## src/rtl/cereal_arb.sv

```systemverilog
// Round-robin arbiter granting four byte requesters access to one serial transmitter.
// Optional transmit watchdog enabled by defining CEREAL_ARB_TIMEOUT_EN.
module cereal_arb #(
    parameter logic [19:0] TIMEOUT = 20'd800000
) (
    input  logic        sysclk,
    input  logic        rst,
    input  logic [3:0]  req,
    input  logic [31:0] req_data,
    output logic [3:0]  done,
    output logic [7:0]  tx_data,
    output logic        tx_start,
    input  logic        tx_status,
    output logic        busy,
    output logic [3:0]  err
);

    typedef enum logic [2:0] {
        S_IDLE,
        S_START,
        S_WAIT_BUSY,
        S_WAIT_READY,
        S_DONE
    } state_t;

    state_t      state_q;
    logic [1:0]  last_q;
    logic [1:0]  win_q;
    logic [7:0]  tx_data_q;
    logic        tx_start_q;
    logic [3:0]  done_q;
    logic [1:0]  pick_d;
    logic        found_d;
    logic [1:0]  cand;

    // Scan from last+1 upward; k=4 wraps back onto last so it is considered last.
    always_comb begin
        pick_d  = 2'd0;
        found_d = 1'b0;
        cand    = 2'd0;
        for (int k = 1; k <= 4; k++) begin
            cand = last_q + 2'(k);
            if (!found_d && req[cand]) begin
                pick_d  = cand;
                found_d = 1'b1;
            end
        end
    end

`ifdef CEREAL_ARB_TIMEOUT_EN
    logic [19:0] cnt_q;
    logic [3:0]  err_q;
`endif

    always_ff @(posedge sysclk or posedge rst) begin
        if (rst) begin
            state_q    <= S_IDLE;
            last_q     <= 2'd3;
            win_q      <= 2'd0;
            tx_data_q  <= 8'h00;
            tx_start_q <= 1'b0;
            done_q     <= 4'b0000;
`ifdef CEREAL_ARB_TIMEOUT_EN
            cnt_q      <= '0;
            err_q      <= 4'b0000;
`endif
        end else begin
            done_q <= 4'b0000;
`ifdef CEREAL_ARB_TIMEOUT_EN
            err_q  <= 4'b0000;
`endif
            case (state_q)
                S_IDLE: begin
                    if (found_d) begin
                        win_q      <= pick_d;
                        tx_data_q  <= req_data[{pick_d, 3'b000} +: 8];
                        tx_start_q <= 1'b1;
                        state_q    <= S_START;
                    end
                end
                S_START: state_q <= S_WAIT_BUSY;
                S_WAIT_BUSY: begin
                    if (!tx_status) begin
                        tx_start_q <= 1'b0;
                        state_q    <= S_WAIT_READY;
                    end
                end
                S_WAIT_READY: begin
                    if (tx_status) begin
                        done_q  <= 4'b0001 << win_q;
                        state_q <= S_DONE;
                    end
                end
                S_DONE: begin
                    last_q  <= win_q;
                    state_q <= S_IDLE;
                end
                default: state_q <= S_IDLE;
            endcase
`ifdef CEREAL_ARB_TIMEOUT_EN
            // Watchdog overrides the case above when it fires.
            if (state_q == S_START || state_q == S_WAIT_BUSY) begin
                cnt_q <= cnt_q + 20'd1;
                if (cnt_q == TIMEOUT - 20'd1) begin
                    tx_start_q <= 1'b0;
                    err_q      <= 4'b0001 << win_q;
                    last_q     <= win_q;
                    state_q    <= S_IDLE;
                end
            end else begin
                cnt_q <= '0;
            end
`endif
        end
    end

    assign done     = done_q;
    assign tx_data  = tx_data_q;
    assign tx_start = tx_start_q;
    assign busy     = (state_q != S_IDLE);
`ifdef CEREAL_ARB_TIMEOUT_EN
    assign err      = err_q;
`else
    assign err      = 4'b0000;
`endif

endmodule

```

## config.mk

```make
export PLATFORM = sky130hd
export DESIGN_NAME = cereal_arb
export DESIGN_NICKNAME = d
export VERILOG_FILES = /design/src/rtl/cereal_arb.sv
export SDC_FILE = /design/constraint.sdc
export NUM_CORES = 1
export LEC_CHECK = 0
export ABC_AREA = 0
export CAP_MARGIN = 40
export CORE_MARGIN = 3
export CORE_UTILIZATION = 40
export DETAILED_ROUTE_END_ITERATION = 8
export GPL_ROUTABILITY_DRIVEN = 0
export PLACE_DENSITY = 0.74
export SYNTH_ARGS = -nofsm -noshare
export SYNTH_HDL_FRONTEND = slang
export SYNTH_SLANG_ARGS = --single-unit
```

## constraint.sdc

```tcl
create_clock -name sysclk -period 2.11 [get_ports sysclk]
set_input_delay 0.633 -clock sysclk [delete_from_list [all_inputs] [get_ports sysclk]]
set_output_delay 0.633 -clock sysclk [all_outputs]
set_load 0.005 [all_outputs]
```

Yosys cells after proc, flatten, opt, wreduce, memory -nomap -nowiden
Cells that the tools add are included.
{"block": "op_classes", "addsub": 3, "n_mul": 0, "div_mod_pow": 0, "order_cmp": 4, "n_eq_ne": 7, "shift": 2, "mux": 25, "bitwise_logic": 0, "n_reduce_logical": 12}
{"operator": "$shiftx A32 B6 Y8", "count": 1}
{"operator": "$lt A2 B3 Y1 const B", "count": 4}
{"operator": "$pmux W3 S4", "count": 1}
{"operator": "$mux W1", "count": 10}
{"operator": "$mux W3", "count": 3}
{"operator": "$bmux W1 S2", "count": 4}
{"operator": "$mux W2", "count": 4}
{"operator": "$mux W4", "count": 2}
{"operator": "$eq A3 B2 Y1 const B", "count": 2}
{"operator": "$ne A2 B2 Y1 const B", "count": 3}
{"operator": "$reduce_and A3 Y1", "count": 2}
{"operator": "$add A2 B2 Y2 const B", "count": 2}
{"operator": "$shl A1 B2 Y4 const A", "count": 1}
{"operator": "$eq A3 B1 Y1 const B", "count": 1}
{"operator": "$eq A3 B3 Y1 const B", "count": 1}
{"operator": "$logic_and A1 B1 Y1", "count": 3}
{"operator": "$logic_not A1 Y1", "count": 3}
{"operator": "$logic_not A3 Y1", "count": 1}
{"operator": "$reduce_bool A3 Y1", "count": 1}
{"operator": "$add A2 B1 Y2 const B", "count": 1}
{"operator": "$pmux W1 S2", "count": 1}
{"operator": "$reduce_and A2 Y1", "count": 1}
{"operator": "$reduce_bool A2 Y1", "count": 1}
{"block": "totals", "reg_bits": 20, "latch_bits": 0, "ram_bits": 0, "rom_bits": 0, "input_bits": 39, "out_inout_bits": 18, "wordCells": 59, "n_memories": 0}

Depth between registers and ports, before layout
{"block": "depth", "word_depth": 15, "depth_mapped": 6}

Worst setup path before layout
OpenSTA, ideal clock, no wires.
{"block": "synth_path", "path_kind": "input to register", "from": "input port req[3]", "to": "register tx_data_q[1], in the netlist tx_data[1]", "setup_ns": 0.135, "arrival_ns": 1.666, "setup_slack_ns": 0.310, "cell_stages": 5, "path_buffers": 0, "cell_sequence": "or4_4 -> nand2_4 -> and3b_4 -> o21ai_1 -> o311ai_1"}
{"block": "synth_between", "elab_chain_len": 13, "elab_cells_between_ends": 24, "classes_between": "1 x shift; 16 x mux; 7 x reduce/logical"}
{"element": "start: declaration", "line": "8", "text": "input logic [3:0] req,"}
{"element": "$bmux W1 S2", "line": "43", "text": "if (!found_d && req[cand]) begin"}
{"element": "$mux W1 (implied by the code)", "line": "43"}
{"element": "$mux W1", "line": "43"}
{"element": "$logic_not A1 Y1", "line": "43"}
{"element": "$logic_and A1 B1 Y1", "line": "43"}
{"element": "$mux W1", "line": "43"}
{"element": "$logic_not A1 Y1", "line": "43"}
{"element": "$logic_and A1 B1 Y1", "line": "43"}
{"element": "$mux W1", "line": "43"}
{"element": "$logic_not A1 Y1", "line": "43"}
{"element": "$logic_and A1 B1 Y1", "line": "43"}
{"element": "$mux W2 or $mux W1 (tied branches)", "line": "43"}
{"element": "$shiftx A32 B6 Y8 or $reduce_and A2 Y1 (tied branches)"}
{"element": "end signal: assignment", "line": "76", "text": "tx_data_q <= req_data[{pick_d, 3'b000} +: 8];"}
{"element": "end: declaration", "line": "29", "text": "logic [7:0] tx_data_q;"}
Parallel ways exist; a longest one is shown, timed or not. The select of a mux whose other input is x is not followed.
A chain may end at the register's enable or synchronous reset.

Final worst setup path
{"block": "layout_path", "from": "input port req[2]", "to": "register tx_data_q[5], in the netlist tx_data[5]"}
Same word-level chain as after synthesis.

==> summary.md <==
| Metric | Value |
|---|---|
| DRT iter0 DRCs | `38` |
| Initial antenna violation count | `0` |
| Top FF cell, synth | `dfrtp_1` |
| Post-synth top cells | `dfrtp_1, nand2_1, inv_1, a31oi_1` |
| P&R area growth vs syn | `56.0%` |
| Register area | `approximately 500 µm²` |
| PwrDens | `1090 nW/µm²` |
| Htree depth | `1` |
| Unrepaired setup endpoints after global routing | `no` |
| Starting Density | `42.8%` |
| Worst VDD drop | `488 µV` |
| Post-synth top area share | `37.2%` |
| CTS tree | `yes` |
| Outcome | `complete, no violations` |
| Vias per cell | `5.49` |
| Die area | `3720 µm²` |
| CP startpoint kind | `primary input` |
| Routed WL | `3.37 mm` |
| Share of cells above drive strength 1 | `between 10% and 20%` |
| Crit. End Element | `flop` |
| Buffers on Ports | `52` |
| Placeable Area | `about 2800 µm²` |
| Design area | `approximately 1900 µm²` |
| Max-cap viol count | `0` |
| Seq/Total Area, Yosys | `41.6%` |
| Die Width | `a little over 60 µm` |
| Leak | `around 0.85 nW` |
| Hold Violations, Final | `0` |
| Vias in the first global route | `1179` |
| CTS Buf Count | `3` |
| Worst Hold Depth | `2` |
| Fin nets | `roughly 230` |
| Placed Area | `1820 µm²` |
| Overflow after GRT | `0` |
| Top fanout value on the critical path | `5` |
| IO Count | `57` |
| Most frequent cell after synthesis | `dfrtp_1` |
| Synthesized area | `1210 µm²` |
| Antenna Cells | `0` |
| Setup-failing EPs final | `0` |
| Rows | `19` |
| Fmax | `490 MHz` |
| Die height | `61.0 µm` |
| Hold/Removal Path Class | `flop to flop` |
| Yosys warnings | `0` |
| Post-Syn Area per Cell | `9.24 µm²` |
| Hold Worst Slack | `roughly 0.5 ns` |
| Clock Tree Buf Depth | `2` |
| First-pass GRT wire length | `5.21 mm` |
| Routed WL per cell | `15.0 µm` |
| DR vias | `1235` |
| Crit Path Category | `primary input to flop` |
| Reg clk slew, reported paths | `0.12 ns` |
| Part of the cycle the worst path needs | `96.7%` |
| Total GRT Usage | `18.8%` |
| Skew final | `slightly above 0.006 ns` |
| Drt drc | `0` |
| Largest net degree at the start of global routing | `21` |
| Final core utilization | `66.7%` |
| Drt pass-1 iters | `4` |
| Minimum clock period | `2.04 ns` |
| Hpwl dp | `2.66 mm` |
| Fillers | `238` |
| Fin. max-slew vios | `0` |
| Synth Instances | `131` |
| Clk_lat worst skew | `0.32 ns` |
| Synth cell types | `34` |
| Total power | `2.06 mW` |
| Clk sinks | `20` |
| R2r worst-path depth | `6` |
| Multi-input logic area | `626 µm²` |
| # hold bufs at CTS | `0` |
| Async SR Flop Fraction | `between 90% and 100%` |
| Routed Antenna Nets | `0` |
| Post-synth EDFFs | `0` |
| Synth area leader | `dfrtp_1` |
| Synth Register Bits | `20` |
| CTS root buf | `clkbuf_4` |
| WP data required | `2.31 ns` |
| Largest cells by area after synthesis | `dfrtp_1, mux2i_1, and4_1` |
| WP data arrival | `approximately 2.2 ns` |
==> kinds of logic (layout without fill, tap and decap cells) <==
group | Yosys count | in the layout | share of synthesized area [%]
AOI/OAI and AO/OA | 36 | 36 | 19.5
buffers and inverters | 20 | 80 | 7.86
DFF | 20 | 20 | 41.6
muxes | 10 | 10 | 8.48
other | 1 | 4 | 0.310
and+or+nand+nor | 44 | 44 | 22.2
==> routing by layer <==
metal / vias up / global-route usage (%) / wire [µm]
li1: 600 / - / -
met1: 576 / 25.2 / 1500
met2: 52 / 31.0 / 1640
met3: 7 / 2.77 / 173
met4: 0 / 6.50 / 59
met5: - / 0 / 0
==> final timing paths <==
kind / endpoint / slack (ns) / start
max: tx_data[5] / 0.07 / req[2]
min: tx_data[5] / 0.51 / tx_data[5]
max reg2reg: tx_data[4] / 0.42 / last_q[0]
min reg2reg: tx_data[5] / 0.51 / tx_data[5]
max in group asynchronous: last_q[0] / 1.22 / rst
min in group asynchronous: tx_start / 0.63 / rst
==> layout make-up <==
type	instances	area share, %
sequential	20	26.6
multi-input combinational	94	33.1
clock inverter	1	1.59
tap	31	2.05
timing repair buffer	66	33.4
clock buffer	3	1.19
inverter	10	1.99
==> per-stage QoR <==
step | std cells | TNS (ns) | worst slack, ns
after floorplan | 134 | 0 | 0.310
after global placement | 220 | -2.13 | -0.266
after detailed placement | 220 | -2.84 | -0.336
after CTS | 225 | 0 | 0.0180
after global routing | 225 | 0 | 0.0248
final | 225 | 0 | 0.0686
==> critical path, stage by stage <==
cell and delay (ns):
clkdlybuf4s50_1 0.46, or4_4 0.57, nand2_4 0.09, and3b_4 0.22, o21ai_1 0.13, o311ai_1 0.14
==> registers in the layout, summed over array words and instances, names as in the netlist <==
signal	count
last_q	2
done	4
tx_data	8
state_q	3
tx_start	1
win_q	2
==> report_power, final <==
part	switching, mW	internal [mW]	leakage [nW]	total [mW]
Clock	0.138	0.192	0.0279	0.331
Combinational	0.467	0.591	0.567	1.06
Sequential	0.125	0.548	0.250	0.673
==> cells in the final DEF, fill, tap and decap left out, types with 3 or more instances in the layout <==
cell type and n:
o211ai_1 4, mux2i_1 8, o21ai_1 7, conb_1 4, buf_4 14, clkdlybuf4s50_1 50
clkbuf_4 3, a31oi_1 9, inv_1 10, o311ai_1 5, nor2_1 6, and4_1 8
dfrtp_1 18, nand2_1 13, a21oi_1 4, nand2b_1 4
==> repair_timing <==
action	CTS	global route
buffers inserted	1	0
endpoints found under the setup margin	2	7
pin swaps	0	1
resized for setup	1	3
No activity file was read; power rests on OpenSTA's default activity.
